--- src/rtl/mem_port_arbiter_if.sv ---
// mem_port_arbiter_if: requester and memory-side signals of the shared
// memory port; master is the arbiter view, slave the surrounding system.
interface mem_port_arbiter_if #(
  parameter int ADDR_W = 32,
  parameter int DATA_W = 32
);
  logic              if_req_i;
  logic [ADDR_W-1:0] if_addr_i;
  logic              if_ack_o;
  logic [DATA_W-1:0] if_rdata_o;
  logic              if_stall_o;

  logic              dm_req_i;
  logic              dm_we_i;
  logic [ADDR_W-1:0] dm_addr_i;
  logic [DATA_W-1:0] dm_wdata_i;
  logic              dm_ack_o;
  logic [DATA_W-1:0] dm_rdata_o;
  logic              dm_stall_o;

  logic              mem_req_o;
  logic              mem_we_o;
  logic [ADDR_W-1:0] mem_addr_o;
  logic [DATA_W-1:0] mem_wdata_o;
  logic              mem_ack_i;
  logic [DATA_W-1:0] mem_rdata_i;

  modport master (
    input  if_req_i, if_addr_i,
    output if_ack_o, if_rdata_o, if_stall_o,
    input  dm_req_i, dm_we_i, dm_addr_i, dm_wdata_i,
    output dm_ack_o, dm_rdata_o, dm_stall_o,
    output mem_req_o, mem_we_o, mem_addr_o, mem_wdata_o,
    input  mem_ack_i, mem_rdata_i
  );

  modport slave (
    output if_req_i, if_addr_i,
    input  if_ack_o, if_rdata_o, if_stall_o,
    output dm_req_i, dm_we_i, dm_addr_i, dm_wdata_i,
    input  dm_ack_o, dm_rdata_o, dm_stall_o,
    input  mem_req_o, mem_we_o, mem_addr_o, mem_wdata_o,
    output mem_ack_i, mem_rdata_i
  );
endinterface

--- src/rtl/mem_port_arbiter.sv ---
// mem_port_arbiter: serialises IF and MEM-stage accesses onto one memory.
// Define MEM_ARB_FAIRNESS_EN to bound IF starvation by STARVE_LIMIT.
module mem_port_arbiter #(
  parameter int ADDR_W       = 32,
  parameter int DATA_W       = 32,
  parameter int STARVE_LIMIT = 4
) (
  input  logic               clk_i,
  input  logic               rst_i,
  mem_port_arbiter_if.master bus
);

  typedef enum logic [1:0] {
    IDLE = 2'd0,
    BUSY = 2'd1,
    RESP = 2'd2
  } state_t;

  typedef enum logic {
    OWN_IF = 1'b0,
    OWN_DM = 1'b1
  } owner_t;

  if (STARVE_LIMIT < 1 || STARVE_LIMIT > 15) begin : g_limit_chk
    $error("STARVE_LIMIT must be within 1..15");
  end

  state_t            state_q, state_d;
  owner_t            owner_q, owner_d;
  logic              cmd_we_q, cmd_we_d;
  logic [ADDR_W-1:0] cmd_addr_q, cmd_addr_d;
  logic [DATA_W-1:0] cmd_wdata_q, cmd_wdata_d;
  logic [DATA_W-1:0] if_rdata_q;
  logic [DATA_W-1:0] dm_rdata_q;

  logic idle;
  logic starved;
  logic grant_dm;
  logic grant_if;
  logic capture;

  assign idle     = (state_q == IDLE);
  assign grant_dm = idle & bus.dm_req_i
                  & ~(bus.if_req_i & starved);
  assign grant_if = idle & bus.if_req_i & ~grant_dm;
  assign capture  = (state_q == BUSY) & bus.mem_ack_i;

`ifdef MEM_ARB_FAIRNESS_EN
  localparam logic [3:0] LIMIT = 4'(STARVE_LIMIT);

  logic [3:0] starve_q, starve_d;

  assign starved = (starve_q == LIMIT);

  // Counts DM wins over a waiting IF; any idle cycle without IF resets it.
  always_comb begin
    starve_d = starve_q;
    if (idle) begin
      if (grant_if || !bus.if_req_i) begin
        starve_d = '0;
      end else if (grant_dm) begin
        starve_d = starve_q + 4'd1;
      end
    end
  end

  always_ff @(posedge clk_i or posedge rst_i) begin
    if (rst_i) begin
      starve_q <= '0;
    end else begin
      starve_q <= starve_d;
    end
  end
`else
  assign starved = 1'b0;
`endif

  always_comb begin
    state_d     = state_q;
    owner_d     = owner_q;
    cmd_we_d    = cmd_we_q;
    cmd_addr_d  = cmd_addr_q;
    cmd_wdata_d = cmd_wdata_q;
    unique case (state_q)
      IDLE: begin
        if (grant_dm) begin
          state_d     = BUSY;
          owner_d     = OWN_DM;
          cmd_we_d    = bus.dm_we_i;
          cmd_addr_d  = bus.dm_addr_i;
          cmd_wdata_d = bus.dm_wdata_i;
        end else if (grant_if) begin
          state_d     = BUSY;
          owner_d     = OWN_IF;
          cmd_we_d    = 1'b0;
          cmd_addr_d  = bus.if_addr_i;
          cmd_wdata_d = '0;
        end
      end
      BUSY: begin
        if (bus.mem_ack_i) begin
          state_d = RESP;
        end
      end
      RESP: begin
        state_d = IDLE;
      end
      default: begin
        state_d = IDLE;
      end
    endcase
  end

  always_ff @(posedge clk_i or posedge rst_i) begin
    if (rst_i) begin
      state_q     <= IDLE;
      owner_q     <= OWN_IF;
      cmd_we_q    <= 1'b0;
      cmd_addr_q  <= '0;
      cmd_wdata_q <= '0;
    end else begin
      state_q     <= state_d;
      owner_q     <= owner_d;
      cmd_we_q    <= cmd_we_d;
      cmd_addr_q  <= cmd_addr_d;
      cmd_wdata_q <= cmd_wdata_d;
    end
  end

  // Write completions also refresh the owner's data register.
  always_ff @(posedge clk_i or posedge rst_i) begin
    if (rst_i) begin
      if_rdata_q <= '0;
      dm_rdata_q <= '0;
    end else if (capture) begin
      if (owner_q == OWN_DM) begin
        dm_rdata_q <= bus.mem_rdata_i;
      end else begin
        if_rdata_q <= bus.mem_rdata_i;
      end
    end
  end

  assign bus.mem_req_o   = (state_q == BUSY);
  assign bus.mem_we_o    = (state_q == BUSY) & cmd_we_q;
  assign bus.mem_addr_o  = cmd_addr_q;
  assign bus.mem_wdata_o = cmd_wdata_q;

  assign bus.if_ack_o    = (state_q == RESP) & (owner_q == OWN_IF);
  assign bus.dm_ack_o    = (state_q == RESP) & (owner_q == OWN_DM);
  assign bus.if_rdata_o  = if_rdata_q;
  assign bus.dm_rdata_o  = dm_rdata_q;
  assign bus.if_stall_o  = bus.if_req_i & ~bus.if_ack_o;
  assign bus.dm_stall_o  = bus.dm_req_i & ~bus.dm_ack_o;

endmodule

--- src/flat_wrapper.sv ---
// flat-port wrapper written by rule: the top's interface ports become plain ports
module mem_port_arbiter_flat 
#(
  parameter int ADDR_W       = 32,
  parameter int DATA_W       = 32,
  parameter int STARVE_LIMIT = 4
)
  (clk_i, rst_i, bus_if_req_i, bus_if_addr_i, bus_if_ack_o, bus_if_rdata_o, bus_if_stall_o, bus_dm_req_i, bus_dm_we_i, bus_dm_addr_i, bus_dm_wdata_i, bus_dm_ack_o, bus_dm_rdata_o, bus_dm_stall_o, bus_mem_req_o, bus_mem_we_o, bus_mem_addr_o, bus_mem_wdata_o, bus_mem_ack_i, bus_mem_rdata_i);
  mem_port_arbiter_if #(.ADDR_W(ADDR_W), .DATA_W(DATA_W)) bus_i ();
  input  logic clk_i;
  input  logic rst_i;
  input wire logic [$bits(bus_i.if_req_i)-1:0] bus_if_req_i;
  input wire logic [$bits(bus_i.if_addr_i)-1:0] bus_if_addr_i;
  output wire logic [$bits(bus_i.if_ack_o)-1:0] bus_if_ack_o;
  output wire logic [$bits(bus_i.if_rdata_o)-1:0] bus_if_rdata_o;
  output wire logic [$bits(bus_i.if_stall_o)-1:0] bus_if_stall_o;
  input wire logic [$bits(bus_i.dm_req_i)-1:0] bus_dm_req_i;
  input wire logic [$bits(bus_i.dm_we_i)-1:0] bus_dm_we_i;
  input wire logic [$bits(bus_i.dm_addr_i)-1:0] bus_dm_addr_i;
  input wire logic [$bits(bus_i.dm_wdata_i)-1:0] bus_dm_wdata_i;
  output wire logic [$bits(bus_i.dm_ack_o)-1:0] bus_dm_ack_o;
  output wire logic [$bits(bus_i.dm_rdata_o)-1:0] bus_dm_rdata_o;
  output wire logic [$bits(bus_i.dm_stall_o)-1:0] bus_dm_stall_o;
  output wire logic [$bits(bus_i.mem_req_o)-1:0] bus_mem_req_o;
  output wire logic [$bits(bus_i.mem_we_o)-1:0] bus_mem_we_o;
  output wire logic [$bits(bus_i.mem_addr_o)-1:0] bus_mem_addr_o;
  output wire logic [$bits(bus_i.mem_wdata_o)-1:0] bus_mem_wdata_o;
  input wire logic [$bits(bus_i.mem_ack_i)-1:0] bus_mem_ack_i;
  input wire logic [$bits(bus_i.mem_rdata_i)-1:0] bus_mem_rdata_i;
  assign bus_i.if_req_i = bus_if_req_i;
  assign bus_i.if_addr_i = bus_if_addr_i;
  assign bus_if_ack_o = bus_i.if_ack_o;
  assign bus_if_rdata_o = bus_i.if_rdata_o;
  assign bus_if_stall_o = bus_i.if_stall_o;
  assign bus_i.dm_req_i = bus_dm_req_i;
  assign bus_i.dm_we_i = bus_dm_we_i;
  assign bus_i.dm_addr_i = bus_dm_addr_i;
  assign bus_i.dm_wdata_i = bus_dm_wdata_i;
  assign bus_dm_ack_o = bus_i.dm_ack_o;
  assign bus_dm_rdata_o = bus_i.dm_rdata_o;
  assign bus_dm_stall_o = bus_i.dm_stall_o;
  assign bus_mem_req_o = bus_i.mem_req_o;
  assign bus_mem_we_o = bus_i.mem_we_o;
  assign bus_mem_addr_o = bus_i.mem_addr_o;
  assign bus_mem_wdata_o = bus_i.mem_wdata_o;
  assign bus_i.mem_ack_i = bus_mem_ack_i;
  assign bus_i.mem_rdata_i = bus_mem_rdata_i;
  mem_port_arbiter #(.ADDR_W(ADDR_W), .DATA_W(DATA_W), .STARVE_LIMIT(STARVE_LIMIT)) u_core (.clk_i(clk_i), .rst_i(rst_i), .bus(bus_i));
endmodule
--- config.mk ---
export PLATFORM = sky130hd
export DESIGN_NAME = mem_port_arbiter_flat
export DESIGN_NICKNAME = d
export VERILOG_FILES = /design/src/rtl/mem_port_arbiter_if.sv /design/src/rtl/mem_port_arbiter.sv /design/src/flat_wrapper.sv
export SDC_FILE = /design/constraint.sdc
export NUM_CORES = 1
export LEC_CHECK = 0
export CAP_MARGIN = 20
export CORE_ASPECT_RATIO = 1.4
export CORE_MARGIN = 10
export CORE_UTILIZATION = 25
export CTS_CLUSTER_SIZE = 8
export DETAILED_ROUTE_END_ITERATION = 8
export PLACE_DENSITY = 0.6
export SLEW_MARGIN = 15
export SYNTH_ARGS = -nofsm -noshare
export SYNTH_HDL_FRONTEND = slang
export SYNTH_SLANG_ARGS = --single-unit
--- constraint.sdc ---
create_clock -name clk_i -period 6.5 [get_ports clk_i]
set_clock_uncertainty 0.2 [all_clocks]
set_input_delay 1.3 -clock clk_i [delete_from_list [all_inputs] [get_ports clk_i]]
set_output_delay 1.3 -clock clk_i [all_outputs]
set_load 0.005 [all_outputs]
Yosys cells after proc, flatten, opt, wreduce, memory -nomap -nowiden --
Cells that the tools add are included.
Storage, ports and cells: logic and storage cells 41, output and inout bits 134, register bits 132
Cells by class: eq/ne operators 4, bitwise logic cells 13, multiplexer cells 11, reductions and logical operators 6
Operators with widths (count):
- $mux W32 | 4
- $and A1 B1 Y1 | 9
- $reduce_and A2 Y1 | 4
- $mux W2 | 3
- $not A1 Y1 | 4
- $pmux W2 S2 | 1
- $mux W1 | 3
- $ne A3 B3 Y1 const B | 1
- $eq A2 B1 Y1 const B | 1
- $eq A2 B2 Y1 const B | 1
- $logic_not A2 Y1 | 1
- $ne A2 B1 Y1 const B | 1
- $reduce_bool A2 Y1 | 1

Logic depth before layout (Yosys ltp) --
depth after elaboration 7, gate-level depth with buffers 6

Worst setup path before layout --
Ideal clock, no wire load.
path kind input to output, start point input bus_if_req_i, end point output bus_if_stall_o, required time 5.000 ns, path slack 3.091 ns, data arrival time 1.909 ns, stages on the path 3, path buffers 2, path through buf_2 -> buf_1 -> nor2b_1
Between the ends: longest elaborated chain between the ends 1
Ends and longest elaborated chain:
- start: declaration | RTL line flat_wrapper.sv:12 | input wire logic [$bits(bus_i.if_req_i)-1:0] bus_if_req_i;
- $and A1 B1 Y1 | RTL line mem_port_arbiter.sv:153 | assign bus.if_stall_o = bus.if_req_i & ~bus.if_ack_o;
- end: declaration | RTL line flat_wrapper.sv:16 | output wire logic [$bits(bus_i.if_stall_o)-1:0] bus_if_stall_o;
Every way passes these cells.

Worst setup path in the final report --
start point input bus_dm_req_i, end point output bus_dm_stall_o
Between the ends: longest elaborated chain between the ends 1
Ends and longest elaborated chain:
- start: declaration | RTL line flat_wrapper.sv:17 | input wire logic [$bits(bus_i.dm_req_i)-1:0] bus_dm_req_i;
- $and A1 B1 Y1 | RTL line mem_port_arbiter.sv:154 | assign bus.dm_stall_o = bus.dm_req_i & ~bus.dm_ack_o;
- end: declaration | RTL line flat_wrapper.sv:23 | output wire logic [$bits(bus_i.dm_stall_o)-1:0] bus_dm_stall_o;
Every way passes these cells.

==> run summary <==
Top FF cell, synth: dfrtp_1
Remaining Overflow, GRT: 0
initial core utilization: 25.2%
RSZ-0062 raised after global routing: no
fill count: 1,966
cell mode on critical path: clkdlybuf4s50_1
Post-synth ARST share: 100%
fin crit share: 70.5%
Worst Hold Class: reg2reg
VDD IR max: 0.000176 V
Root Driver: clkbuf_16
Mapped Area: 5330 µm²
HPWL Detailed: 13,800 µm
Yosys top cell by area: dfrtp_1
clock power share: 23.4%
aggregate global-route resource usage: 13.4%
First-pass DRT Iterations: 4
HP Start: u_core.bus.mem_addr_o[30]
CP max stage delay: 0.76 ns
RR Endpoint: u_core.bus.dm_rdata_o[10]
syn_area_per_cell: 14.3 µm²
vias in the first global route: 4,758
Combinational Power Share: 42.4%
Synth top area share: 61.9%
routed wire length: 18,600 µm
first-pass GRT wire length: 28,500 µm
Synth Register Bits: 132
Hold Path Sink: u_core.bus.mem_addr_o[30]
DRT iter0 DRCs: 123
area grow syn2layout: 66.0%
vias: 4,217
power density over the cells: 499 nW/µm²
status: finished clean
Chip Height: 193 µm
CP Capture Type: primary output
total die area: 27,700 µm²
Cells on Worst Hold Path: 1
clk sink count: 132
num ports: 268
Switching Share: 29.3%
vias per cell: 4.66
post-DR wirelength/cell: 20.5 µm
YS warnings: 0
Num CTS Buffers: 17
internal power: 0.00313 W
Post-CTS Hold Buffers: 0
Hold Vio Cnt, Final: 0
largest net degree at the start of global routing: 84
critical-path maximum fanout: 25
part of the power in registers: 34.2%
Ant. Diodes: 0
post-cts resize count: 0
post-CTS setup buffers: 0
initial antenna violation count: 0
Post-Syn Nets: 507
Worst Path Arrival: 3.08 ns
top post-synthesis cells by area: dfrtp_1, mux2_4, mux2_2
worst skew pair latency: 0.40 ns
P_leak: 3.65 nW
Worst Setup Path Type: in2out
CTS tree: yes
layout cells sized above 1: 16.3%
Reg-to-Reg Start: u_core.state_q[0]
Final setup viols: 0
DRC: 0
total power: 0.00442 W
Cells after Synth: 373
CTS H-Tree Depth: 4
PnR worst setup slack: 1.92 ns
Core ar.: 21,100 µm²
PortBufs: 267
Max Cap Viol: 0
sequential area share after synthesis: 61.9%
P_sw: 0.00129 W
Die Width: 143 µm
nets@finish: 766
CP max-delay cell: clkdlybuf4s50_1
CP Data Required Time: 5.00 ns
FF-to-FF setup slack: 3.89 ns
Worst-Margin Slew: 0.947 ns
minimum clock period: 4.58 ns
CP startpoint kind: primary input
Slew Limit Fails: 0
# rows: 63
CTS clk-pin slew, worst paths: 0.06 ns
Post-synth EDFFs: 0
GP Congestion: 0.739
worst r2r path cells: 3
Yosys cell types: 32
DRT antenna net count: 0
Bufs on Longest Clock Path: 2
DP Worst Slack: 1.92 ns
CP Cell Sequence: clkdlybuf4s50_1, inv_2, nor2_1, clkdlybuf4s50_1
Setup TNS: 0 ns
Max Fclk: 0.218 GHz
normalized max-slew margin: 36.8%
==> sequential cells by signal, summed over array words and instances, names as in the netlist <==
register / count
u_core.bus.dm_rdata_o: 32
u_core.state_q: 2
u_core.bus.mem_addr_o: 32
u_core.cmd_we_q: 1
u_core.bus.if_rdata_o: 32
u_core.owner_q: 1
u_core.bus.mem_wdata_o: 32
==> cell usage after synthesis, types with 2 or more instances <==
master / n
dfrtp_1: 132
o22ai_1: 48
a22o_1: 33
mux2_2: 30
mux2_4: 30
a21oi_1: 24
buf_2: 12
clkbuf_1: 11
a22oi_1: 8
o2bb2ai_1: 7
mux2_1: 4
buf_6: 3
buf_8: 3
nor2b_1: 3
and2_1: 2
and3b_1: 2
buf_1: 2
inv_1: 2
nand2_1: 2
o21ai_0: 2
or3b_1: 2
==> power by group through the flow <==
stage | Sequential [W] | Combinational (W) | Clock, W
5_1_grt | 0.00157 | 0.00202 | 0.00111
4_1_cts | 0.00151 | 0.00192 | 0.00107
2_1_floorplan | 0.00150 | 0.000764 | 0
6_report | 0.00151 | 0.00187 | 0.00104
3_3_place_gp | 0.00150 | 0.00187 | 0
3_5_place_dp | 0.00152 | 0.00191 | 0
==> worst max-delay path, delay by kind of cell <==
kind	cells	cell delay, ns
buffers and inverters	3	1.59
AND/OR/NAND/NOR	1	0.18
==> cell families after synthesis <==
family                 count (synthesis)  synth area share, %
buffers and inverters                 35                 3.87
AND/OR/NAND/NOR                       18                 2.60
multiplexers                          64                 15.6
AO/OA/AOI/OAI                        124                 16.0
flip-flops                           132                 61.9
==> per-layer routing <==
layer | vias to the layer above | routed length (µm) | track usage (%)
met2 | 155 | 10100 | 24.2
met4 | 0 | 446 | 5.35
met3 | 24 | 1120 | 4.28
li1 | 1927 | - | -
met5 | - | 0 | 0
met1 | 2111 | 6950 | 14.0
==> through the flow <==
step / util, % / cell area, µm² / hold slack (ns) / cells
final: 41.9 / 8850 / 0.296 / 905
after global placement: 38.7 / 8180 / 0.278 / 872
after global routing: 41.9 / 8850 / 0.313 / 905
after detailed placement: 38.7 / 8180 / 0.277 / 872
after floorplan: - / 5330 / 0.264 / 373
after CTS: 41.8 / 8820 / 0.297 / 904
==> area by class of cell <==
type                    count  area [µm²]  share of cell area [%]
repair buffers            272        2730                    30.8
clock buffers              21         470                    5.31
inverters                   3        16.3                   0.184
flip-flops and latches    132        3300                    37.3
clock inverters            11         171                    1.94
multi-input cells         206        1840                    20.7
well taps                 260         325                    3.67
==> placed cells by master (no fill, tap or decap), types with 3 or more instances in the layout <==
cell,instances
mux2_2,30
clkbuf_8,3
clkdlybuf4s50_1,267
dfrtp_1,132
o22ai_1,48
inv_6,3
a22o_1,33
clkbuf_16,17
buf_4,4
mux2_1,4
mux2_4,30
a22oi_1,8
nor2b_1,3
bufinv_16,4
o2bb2ai_1,7
a21oi_1,24
==> worst max path at each step <==
| stage | startpoint | to | slack (ns) | cells past startpoint |
|---|---|---|---|---|
| detailed placement | bus_dm_req_i | bus_dm_stall_o | 1.92 | 4 |
| global route | bus_dm_req_i | bus_dm_stall_o | 1.79 | 4 |
| global placement | bus_dm_req_i | bus_dm_stall_o | 1.93 | 4 |
| floorplan | rst_i | u_core.bus.dm_rdata_o[0] | 1.47 | 1 |
| CTS | bus_dm_req_i | bus_dm_stall_o | 1.92 | 4 |
| finish | bus_dm_req_i | bus_dm_stall_o | 1.92 | 4 |
Power figures use the tool's default switching activity.
